## config.mk

```make
export PLATFORM = sky130hd
export DESIGN_NAME = load_store_unit
export DESIGN_NICKNAME = d
export VERILOG_FILES = /design/src/rtl/load_store_unit.sv
export SDC_FILE = /design/constraint.sdc
export NUM_CORES = 1
export LEC_CHECK = 0
export ABC_CLOCK_PERIOD_IN_PS = 2890
export BUFFER_PORTS_ARGS = -buffer_cell sky130_fd_sc_hd__buf_2
export CORE_MARGIN = 5
export CORE_UTILIZATION = 49
export CTS_BUF_LIST = sky130_fd_sc_hd__clkbuf_4 sky130_fd_sc_hd__clkbuf_8
export DETAILED_ROUTE_END_ITERATION = 12
export PLACE_DENSITY = 0.83
export SLEW_MARGIN = 5
export SYNTH_ARGS = -nofsm -noshare
export SYNTH_HDL_FRONTEND = slang
export SYNTH_SLANG_ARGS = --single-unit
```

## constraint.sdc

```tcl
create_clock -name clk_i -period 2.89 [get_ports clk_i]
set_clock_uncertainty 0.1 [all_clocks]
set_input_delay 0.867 -clock clk_i [delete_from_list [all_inputs] [get_ports clk_i]]
set_output_delay 0.867 -clock clk_i [all_outputs]
set_load 0.01 [all_outputs]
```

## src/rtl/load_store_unit.sv

```systemverilog
// Byte-serial load/store unit: one memory byte per cycle, little-endian,
// RV32I width codes with sign/zero extension and alignment checking.
module load_store_unit #(
  parameter int unsigned RegBits = 32
) (
  input  logic               clk_i,
  input  logic               rst_i,
  input  logic               req_valid_i,
  output logic               req_ready_o,
  input  logic               req_we_i,
  input  logic [2:0]         req_funct3_i,
  input  logic [RegBits-1:0] req_addr_i,
  input  logic [RegBits-1:0] req_wdata_i,
  output logic               resp_valid_o,
  output logic [RegBits-1:0] resp_rdata_o,
  output logic               resp_err_o,
  output logic [RegBits-1:0] mem_a_o,
  output logic [7:0]         mem_wd_o,
  output logic               mem_we_o,
  input  logic [7:0]         mem_rd_i
);

  localparam logic [1:0] StIdle   = 2'd0;
  localparam logic [1:0] StAccess = 2'd1;
  localparam logic [1:0] StResp   = 2'd2;

  logic [1:0]         state_q, state_d;
  logic               we_q, we_d;
  logic [2:0]         funct3_q, funct3_d;
  logic [RegBits-1:0] addr_q, addr_d;
  logic [RegBits-1:0] wdata_q, wdata_d;
  logic [1:0]         k_q, k_d;
  logic [RegBits-1:0] asm_q, asm_d;
  logic               err_q, err_d;

  logic               accept;
  logic               req_err;
  logic [1:0]         last_k;
  logic               in_access;
  logic               in_resp;
  logic [RegBits-1:0] load_ext;

  always_comb begin
    case (req_funct3_i)
      3'b000:  req_err = 1'b0;
      3'b001:  req_err = req_addr_i[0];
      3'b010:  req_err = (req_addr_i[1:0] != 2'b00);
      3'b100:  req_err = req_we_i;
      3'b101:  req_err = req_we_i | req_addr_i[0];
      default: req_err = 1'b1;
    endcase
  end

  always_comb begin
    case (funct3_q[1:0])
      2'b00:   last_k = 2'd0;
      2'b01:   last_k = 2'd1;
      default: last_k = 2'd3;
    endcase
  end

  assign req_ready_o = (state_q == StIdle);
  assign accept      = req_valid_i && req_ready_o;
  assign in_access   = (state_q == StAccess);
  assign in_resp     = (state_q == StResp);

  always_comb begin
    state_d  = state_q;
    we_d     = we_q;
    funct3_d = funct3_q;
    addr_d   = addr_q;
    wdata_d  = wdata_q;
    k_d      = k_q;
    asm_d    = asm_q;
    err_d    = err_q;
    case (state_q)
      StIdle: begin
        if (accept) begin
          we_d     = req_we_i;
          funct3_d = req_funct3_i;
          addr_d   = req_addr_i;
          wdata_d  = req_wdata_i;
          k_d      = '0;
          asm_d    = '0;
          err_d    = req_err;
          state_d  = req_err ? StResp : StAccess;
        end
      end
      StAccess: begin
        if (!we_q) begin
          asm_d[{k_q, 3'b000} +: 8] = mem_rd_i;
        end
        k_d = k_q + 2'd1;
        if (k_q == last_k) begin
          state_d = StResp;
        end
      end
      StResp: begin
        state_d = StIdle;
      end
      default: begin
        state_d = StIdle;
      end
    endcase
  end

  always_ff @(posedge clk_i) begin
    if (rst_i) begin
      state_q  <= StIdle;
      we_q     <= 1'b0;
      funct3_q <= '0;
      addr_q   <= '0;
      wdata_q  <= '0;
      k_q      <= '0;
      asm_q    <= '0;
      err_q    <= 1'b0;
    end else begin
      state_q  <= state_d;
      we_q     <= we_d;
      funct3_q <= funct3_d;
      addr_q   <= addr_d;
      wdata_q  <= wdata_d;
      k_q      <= k_d;
      asm_q    <= asm_d;
      err_q    <= err_d;
    end
  end

  always_comb begin
    case (funct3_q)
      3'b000:  load_ext = {{24{asm_q[7]}}, asm_q[7:0]};
      3'b001:  load_ext = {{16{asm_q[15]}}, asm_q[15:0]};
      3'b100:  load_ext = {24'b0, asm_q[7:0]};
      3'b101:  load_ext = {16'b0, asm_q[15:0]};
      default: load_ext = asm_q;
    endcase
  end

  // Write enable is gated by reset so that the byte under way when reset
  // arrives is not committed to memory.
  assign mem_we_o     = in_access && we_q && !rst_i;
  assign mem_a_o      = in_access ? (addr_q + RegBits'(k_q)) : '0;
  assign mem_wd_o     = (in_access && we_q) ? wdata_q[{k_q, 3'b000} +: 8] : '0;

  assign resp_valid_o = in_resp;
  assign resp_err_o   = in_resp && err_q;
  assign resp_rdata_o = (in_resp && !err_q && !we_q) ? load_ext : '0;

endmodule

```

==> run summary, run 1 <==
• syn_area_per_cell: 7.58 sq um
• wire length of the first global-routing pass: 24900 um
• count of nets left with antenna violations after detail routing: 0
• Worst Setup End Kind: output pin
• number of maximum-capacitance constraint violations: 0
• GR Util All Layers: 23.1%
• count of final setup violators: 28
• total of hold buffers inserted after clock tree synthesis: 0
• sequential share of power: 52.3%
• clock tree from TritonCTS: built
• HPWL after DPL: 11100 um
• pin slew with the least headroom to its limit: 1.03 ns
• via count: 5670
• data arrival time of the critical path: 2.28 ns
• post-synthesis share of cell area spent on xor and xnor gates: 2.29%
• dominant cell type by area after synthesis: sky130_fd_sc_hd__dfxtp_1
• result of the run: finished, violations left
• CTS Buffer Depth: 2
• crit path setup slack, layout: -0.358 ns
• Max Slew Vio Count: 0
• crit share post-route: 112%
• Unique masters post-synth: 43
• worst path required time: 1.92 ns
• crit path cell chain: ha_4, fa_2, and4_4, buf_4, buf_6, nand2_2, or3_4, a21oi_2, buf_2
• Core Region: 10800 sq um
• worst slew margin relative to its limit: 31.6%
• total wirelength of the detailed-routed design: 15700 um
• most used flip-flop cell after synthesis: sky130_fd_sc_hd__dfxtp_1
• Num CTS Buffers: 9
• #FFs+latches synth: 105
• Slowest cell on crit path: sky130_fd_sc_hd__dfxtp_4
• wire per inst: 15.4 um
• detailed-route DRC error count: 0
• proportion of layout cells with a drive suffix above 1: 30.7%
• setup slack of the most critical reg-to-reg path: 0.41 ns
• fin util: 63.8%
• proportion of power drawn by combinational gates: 15.4%
• number of global-route vias before repair: 5252
• sum of internal, switching and leakage power: 0.00301 W
• Worst Path Max Fanout: 6
• achievable clock frequency: 0.308 GHz
• Worst-path clk slew: 0.10 ns
• cell types occupying the most area after synthesis: sky130_fd_sc_hd__dfxtp_1 (39%), sky130_fd_sc_hd__nand2_1 (12%), sky130_fd_sc_hd__a21oi_1 (12%)
• number of antenna repair diodes: 0
• number of enable flip-flop cells after synthesis: 0
• worst-skew pair later-pin latency: 0.36 ns
• class of the most critical setup path: flop to output pin
• setup repair after global routing missed its margin: yes
• antenna violations before repair: 1
• number of cells on the worst reg-to-reg path: 7
• register area share after synthesis: 39.2%
• proportion of power drawn by the clock network: 32.3%
• clock tree sinks: 105
• net switching fraction of the power: 29.2%
• maximum cell stage delay along the critical path: 0.38 ns
• worst hold path type: flop to flop
• Clk Tree Root Cell: sky130_fd_sc_hd__clkbuf_8
• FP Rows: 38
• post-synthesis instance area: 5360 sq um
• Ports: 155
• dominant combinational cell family by area after synthesis: simple AND/OR/NAND/NOR gates
• LEAKAGE: 2.87 nW
• layout net count: 961
• crit start category: flop
• largest net degree at the start of global routing: 104
• violations in the final reports: negative setup slack
• detail-routed via count per cell: 5.56
• last weighted congestion value of the routability-driven placer: 0.948
• Compound-Gate Fraction of Synth Area: 19.9%
• Psw: 0.000879 W
• number of fill cells: 976
• Max H-tree Level: 3
• minimum period implied by the final worst setup slack: 3.25 ns
• area share of the largest cell type after synthesis: 39.2%
• post-synth net total: 793
• gr ovfl total: 0
• initial standard-cell utilization of the core: 49.6%
• most frequent cells after synthesis: sky130_fd_sc_hd__nand2_1 (173), sky130_fd_sc_hd__a21oi_1 (129), sky130_fd_sc_hd__dfxtp_1 (105), sky130_fd_sc_hd__clkbuf_1 (39), sky130_fd_sc_hd__nor2_1 (33)
• DIE HEIGHT: 115 um
• area share of fa/ha/maj cells after synthesis: 1.78%
• router iterations before antenna repair: 7
• number of DRC markers after the initial detailed-route iteration: 400
• share of flip-flops with an asynchronous set or reset: 0%
• cell depth of the worst min-delay path: 2
• Synth Warn #: 0
• power density over cell area: 437 nW/um^2
• die area: 13100 sq um
• worst ir drop on vdd: 298 uV
• IO buf count: 154
• Internal Power: 0.00213 W
• most numerous cell in the Yosys netlist: sky130_fd_sc_hd__nand2_1
• die width: 115 um
• Final Hold Viols: 0
• portion of netlist area occupied by mux cells: 3.74%
• cells after synthesis: 707
• fraction of the mapped netlist area in simple logic gates: 27.8%
• Layout area overhead: 28.6%
[state kept, by name, indices dropped and copies added (netlist names)]
name      cells
addr_q       32
wdata_q      32
asm_q        32
funct3_q      3
k_q           2
we_q          1
state_q       2
err_q         1
[path summary, 6_finish.rpt]
kind / endpoint / startpoint
worst max-delay path: mem_a_o[16] / k_q[0]
worst min register to register: asm_q[0] / asm_q[0]
worst max register to register: asm_q[25] / k_q[0]
worst min-delay path: asm_q[0] / asm_q[0]
[worst max-delay path, delay by kind of cell, from the launching register on]
family          cells  cell delay [ns]
simple gates        3             0.66
flops               1             0.38
fa+ha+maj           2             0.35
buf+inv             3             0.38
compound gates      1             0.14
[power groups by stage]
| stage | Clock, W | Combinational [W] | Sequential [W] |
|---|---|---|---|
| after floorplan | 0 | 0.000272 | 0.00159 |
| after global placement | 0 | 0.000435 | 0.00160 |
| after detailed placement | 0 | 0.000445 | 0.00160 |
| after CTS | 0.00100 | 0.000454 | 0.00157 |
| after global routing | 0.00105 | 0.000512 | 0.00159 |
| final | 0.000974 | 0.000463 | 0.00158 |
[repair_timing]
item,4_1_cts,5_1_grt
setup buffers,6,3
endpoints found under the setup margin,41,55
endpoints found under the hold margin,0,0
resized for setup,26,10
pin swaps,15,9
[kinds of logic after synthesis]
kind of cell	count (synthesis)
and+or+nand+nor	314
AOI/OAI and AO/OA	185
DFF	105
buffers and inverters	72
xor gates and xnor gates	14
muxes	10
adders and majority gates	7
[layout by cell type (no fill, tap or decap), types with 3 or more instances in the layout]
| master | Yosys | layout |
|---|---|---|
| sky130_fd_sc_hd__nand2_1 | 173 | 171 |
| sky130_fd_sc_hd__buf_2 | 10 | 153 |
| sky130_fd_sc_hd__a21oi_1 | 129 | 123 |
| sky130_fd_sc_hd__dfxtp_1 | 105 | 100 |
| sky130_fd_sc_hd__buf_4 | 0 | 53 |
| sky130_fd_sc_hd__nor2_1 | 33 | 33 |
| sky130_fd_sc_hd__inv_1 | 22 | 22 |
| sky130_fd_sc_hd__nand3_1 | 24 | 22 |
| sky130_fd_sc_hd__o21ai_0 | 18 | 17 |
| sky130_fd_sc_hd__a22oi_1 | 16 | 16 |
| sky130_fd_sc_hd__and2_1 | 14 | 14 |
| sky130_fd_sc_hd__and3_1 | 14 | 13 |
| sky130_fd_sc_hd__nand4_1 | 10 | 10 |
| sky130_fd_sc_hd__xor2_1 | 10 | 10 |
| sky130_fd_sc_hd__clkbuf_8 | 0 | 9 |
| sky130_fd_sc_hd__mux4_2 | 8 | 8 |
| sky130_fd_sc_hd__or4_1 | 10 | 8 |
| sky130_fd_sc_hd__o31ai_1 | 9 | 7 |
| sky130_fd_sc_hd__nand2b_1 | 6 | 6 |
| sky130_fd_sc_hd__or3_1 | 9 | 6 |
| sky130_fd_sc_hd__a21oi_2 | 0 | 6 |
| sky130_fd_sc_hd__nand3b_1 | 5 | 5 |
| sky130_fd_sc_hd__a21o_1 | 5 | 5 |
| sky130_fd_sc_hd__xnor2_1 | 4 | 4 |
| sky130_fd_sc_hd__ha_1 | 6 | 4 |
| sky130_fd_sc_hd__dfxtp_2 | 0 | 4 |
| sky130_fd_sc_hd__or4_4 | 0 | 3 |
| sky130_fd_sc_hd__inv_6 | 0 | 3 |
[final cells by class]
type | count | area [sq um] | share of cell area (%)
clock buffers | 10 | 131 | 1.91
clock inverters | 6 | 83.8 | 1.22
inverters | 22 | 82.6 | 1.20
multi-input cells | 530 | 3130 | 45.4
flip-flops and latches | 105 | 2110 | 30.6
well taps | 140 | 175 | 2.54
repair buffers | 207 | 1170 | 17.1
[metrics by stage]
step           setup WS, ns  hold slack [ns]  instances  instance area (sq um)  TNS, ns
2_1_floorplan       0.00987            0.327        707                   5380        0
3_3_place_gp         0.0209            0.337        995                   6460        0
3_5_place_dp        -0.0420            0.341        995                   6460  -0.0985
4_1_cts              -0.292            0.356       1017                   6820    -5.34
5_1_grt              -0.460            0.376       1020                   6890    -9.55
6_report             -0.358            0.355       1020                   6890    -6.35
[metal layers]
metal / share of wire (%) / wire length (um) / global-route usage [%] / vias to the layer above
li1: - / - / - / 2784
met1: 44 / 6820 / 31.2 / 2608
met2: 47 / 7360 / 37.1 / 240
met3: 7.5 / 1170 / 5.39 / 36
met4: 2.0 / 314 / 5.94 / 2
met5: 0.045 / 7 / 0 / -
No activity file was read; power rests on OpenSTA's default activity.
==> run 2, diff against run 1 <==
- PLACE_DENSITY: 0.83 -> 0.77
==> run 2 against run 1 <==
The run still ends with negative setup slack left. Largest power group unchanged. Via count is 2.4% higher. Wire length is 5.1% higher. Clock power is 9% higher.
==> run summary, run 2 (synthesis results as in run 1) <==
• Num CTS Buffers: 9, unchanged
• timing endpoint of the critical path: mem_a_o[28]
• last weighted congestion value of the routability-driven placer: 0.954, +0.68%
• Final Hold Viols: 0, unchanged
• via count: 5807, +2.4%
• largest net degree at the start of global routing: 106, +1.9%
• Slowest cell on crit path: sky130_fd_sc_hd__or4_4
• crit start category: flop
• wire per inst: 15.9 um, +3.8%
• LEAKAGE: 2.97 nW, +3.4%
• DIE HEIGHT: 115 um, unchanged
• total of hold buffers inserted after clock tree synthesis: 0, unchanged
• Max H-tree Level: 3, unchanged
• antenna violations before repair: 3, +2
• Clk Tree Root Cell: sky130_fd_sc_hd__clkbuf_8
• clock tree sinks: 105, unchanged
• setup slack of the most critical reg-to-reg path: 0.43 ns, +0.02 ns
• CTS Buffer Depth: 2, unchanged
• commonest cells after routing, fill and taps aside: sky130_fd_sc_hd__nand2_1 (170), sky130_fd_sc_hd__buf_2 (152), sky130_fd_sc_hd__a21oi_1 (122)
• wire length of the first global-routing pass: 26900 um, +7.9%
• end of the worst register-to-register path: asm_q[9]
• proportion of layout cells with a drive suffix above 1: 34.8%, +4.1 points
• number of DRC markers after the initial detailed-route iteration: 485, +21%
• Worst Setup End Kind: output pin
• count of nets left with antenna violations after detail routing: 0, unchanged
• achievable clock frequency: 0.309 GHz, +0.20%
• worst hold path type: flop to flop
• setup repair after global routing missed its margin: yes
• class of the most critical setup path: flop to output pin
• router iterations before antenna repair: 5, -2
• FP Rows: 38, unchanged
• pin slew with the least headroom to its limit: 0.777 ns, -0.250 ns
• Worst Path Max Fanout: 4, -2
• count of final setup violators: 32, +14%
• GR Util All Layers: 25.1%, +2.1 points
• crit path cell chain: ha_4, fa_2, and4_4, nand3_4, buf_6, or4_4, a21oi_2, buf_2
• result of the run: finished, violations left
• Ports: 155, unchanged
• critical register-to-register path startpoint: k_q[0]
• maximum cell stage delay along the critical path: 0.41 ns, +0.03 ns
• Layout area overhead: 33.7%
• Worst Path Buf+Inv: 2, -1
• detail-routed via count per cell: 5.62, +1.1%
• HPWL after DPL: 11500 um, +4.0%
• Max Slew Vio Count: 0, unchanged
• pre-CTS setup slack: -0.0393 ns, +0.00276 ns
• Setup TNS Final: -5.72 ns, +0.625 ns
• worst slew margin relative to its limit: 47.8%, +16 points
• Worst-path clk slew: 0.11 ns, about the same
• gr ovfl total: 0, unchanged
• die area: 13100 sq um, unchanged
• startpoint of the worst setup timing path: addr_q[0]
• initial standard-cell utilization of the core: 49.6%, unchanged
• dominant delay contributor by cell family on the critical path: simple AND/OR/NAND/NOR gates
• detailed-route DRC error count: 0, unchanged
• crit path setup slack, layout: -0.351 ns, +0.00658 ns
• sum of internal, switching and leakage power: 0.00311 W, +3.3%
• number of maximum-capacitance constraint violations: 0, unchanged
• minimum period implied by the final worst setup slack: 3.24 ns, -0.00658 ns
• crit share post-route: 112%, -0.23 points
• die width: 115 um, unchanged
• data arrival time of the critical path: 2.27 ns, about the same
• largest registers in the final layout: addr_q: 32 flops, asm_q: 32 flops, wdata_q: 32 flops
• number of global-route vias before repair: 5684, +8.2%
• stages on the worst setup path: 8, -1
• worst ir drop on vdd: 263 uV, -12%
• Core Region: 10800 sq um, unchanged
• power density over cell area: 435 nW/um^2, -0.60%
• worst-skew pair later-pin latency: 0.38 ns, +0.02 ns
• layout net count: 973, +1.2%
• IO buf count: 154, unchanged
• worst path required time: 1.92 ns, about the same
• number of cells on the worst reg-to-reg path: 7, unchanged
• total wirelength of the detailed-routed design: 16500 um, +5.1%
• violations in the final reports: negative setup slack
• clock tree from TritonCTS: built
• fin util: 66.3%, +2.5 points
• leading cell type in the layout, fill and taps excluded: sky130_fd_sc_hd__nand2_1
## run 2: how the worst min path moves through the flow
stage	start	to	cells after the start
after floorplan	asm_q[0]	asm_q[0]	2
after global placement	asm_q[5]	asm_q[5]	2
after detailed placement	asm_q[1]	asm_q[1]	2
after CTS	asm_q[1]	asm_q[1]	2
after global routing	wdata_q[15]	wdata_q[15]	2
final	asm_q[1]	asm_q[1]	2
## run 2: power breakdown
| part | switching, W | internal, W |
|---|---|---|
| logic | 0.000287 | 0.000186 |
| clock network | 0.000538 | 0.000526 |
| registers | 0.0000560 | 0.00152 |
| total | 0.000881 | 0.00223 |
## run 2: routing by layer
metal  global-route usage, %  vias up  wire length (um)  share of wire (%)
li1                        -     2801                 -                  -
met1                    31.7     2719              6850                 42
met2                    40.9      237              7840                 48
met3                    4.55       46              1250                7.6
met4                    12.9        4               501                3.0
met5                       0        -                27               0.16
## run 2: metrics by stage
| stage | instance area, sq um | instances | hold slack, ns |
|---|---|---|---|
| 4_1_cts | 7040 | 1029 | 0.357 |
| 6_report | 7160 | 1033 | 0.355 |
| 3_5_place_dp | 6490 | 997 | 0.341 |
| 3_3_place_gp | 6490 | 997 | 0.337 |
| 2_1_floorplan | 5380 | 707 | 0.327 |
| 5_1_grt | 7160 | 1033 | 0.384 |
## run 2: worst reg2reg max path, cell delays in order (launching register included)
cell,delay (ns)
sky130_fd_sc_hd__dfxtp_4,0.38
sky130_fd_sc_hd__buf_4,0.29
sky130_fd_sc_hd__inv_1,0.14
sky130_fd_sc_hd__ha_1,0.27
sky130_fd_sc_hd__nand4bb_1,0.33
sky130_fd_sc_hd__a2111oi_4,0.62
sky130_fd_sc_hd__a22oi_1,0.15
sky130_fd_sc_hd__nor2_1,0.12
## run 2: area by class of cell
type,count,area (sq um)
Inverter,22,82.6
Sequential cell,105,2130
Fill cell,902,3630
Multi-Input combinational cell,530,3230
Clock inverter,6,96.3
Timing Repair Buffer,219,1310
Tap cell,140,175
Antenna cell,1,2.50
Clock buffer,10,138
## run 2: repair_timing
item                                    in CTS  in global routing
setup buffers                               17                  4
gates resized for setup                     56                 24
endpoints found under the setup margin      44                 47
pin swaps                                   38                 21
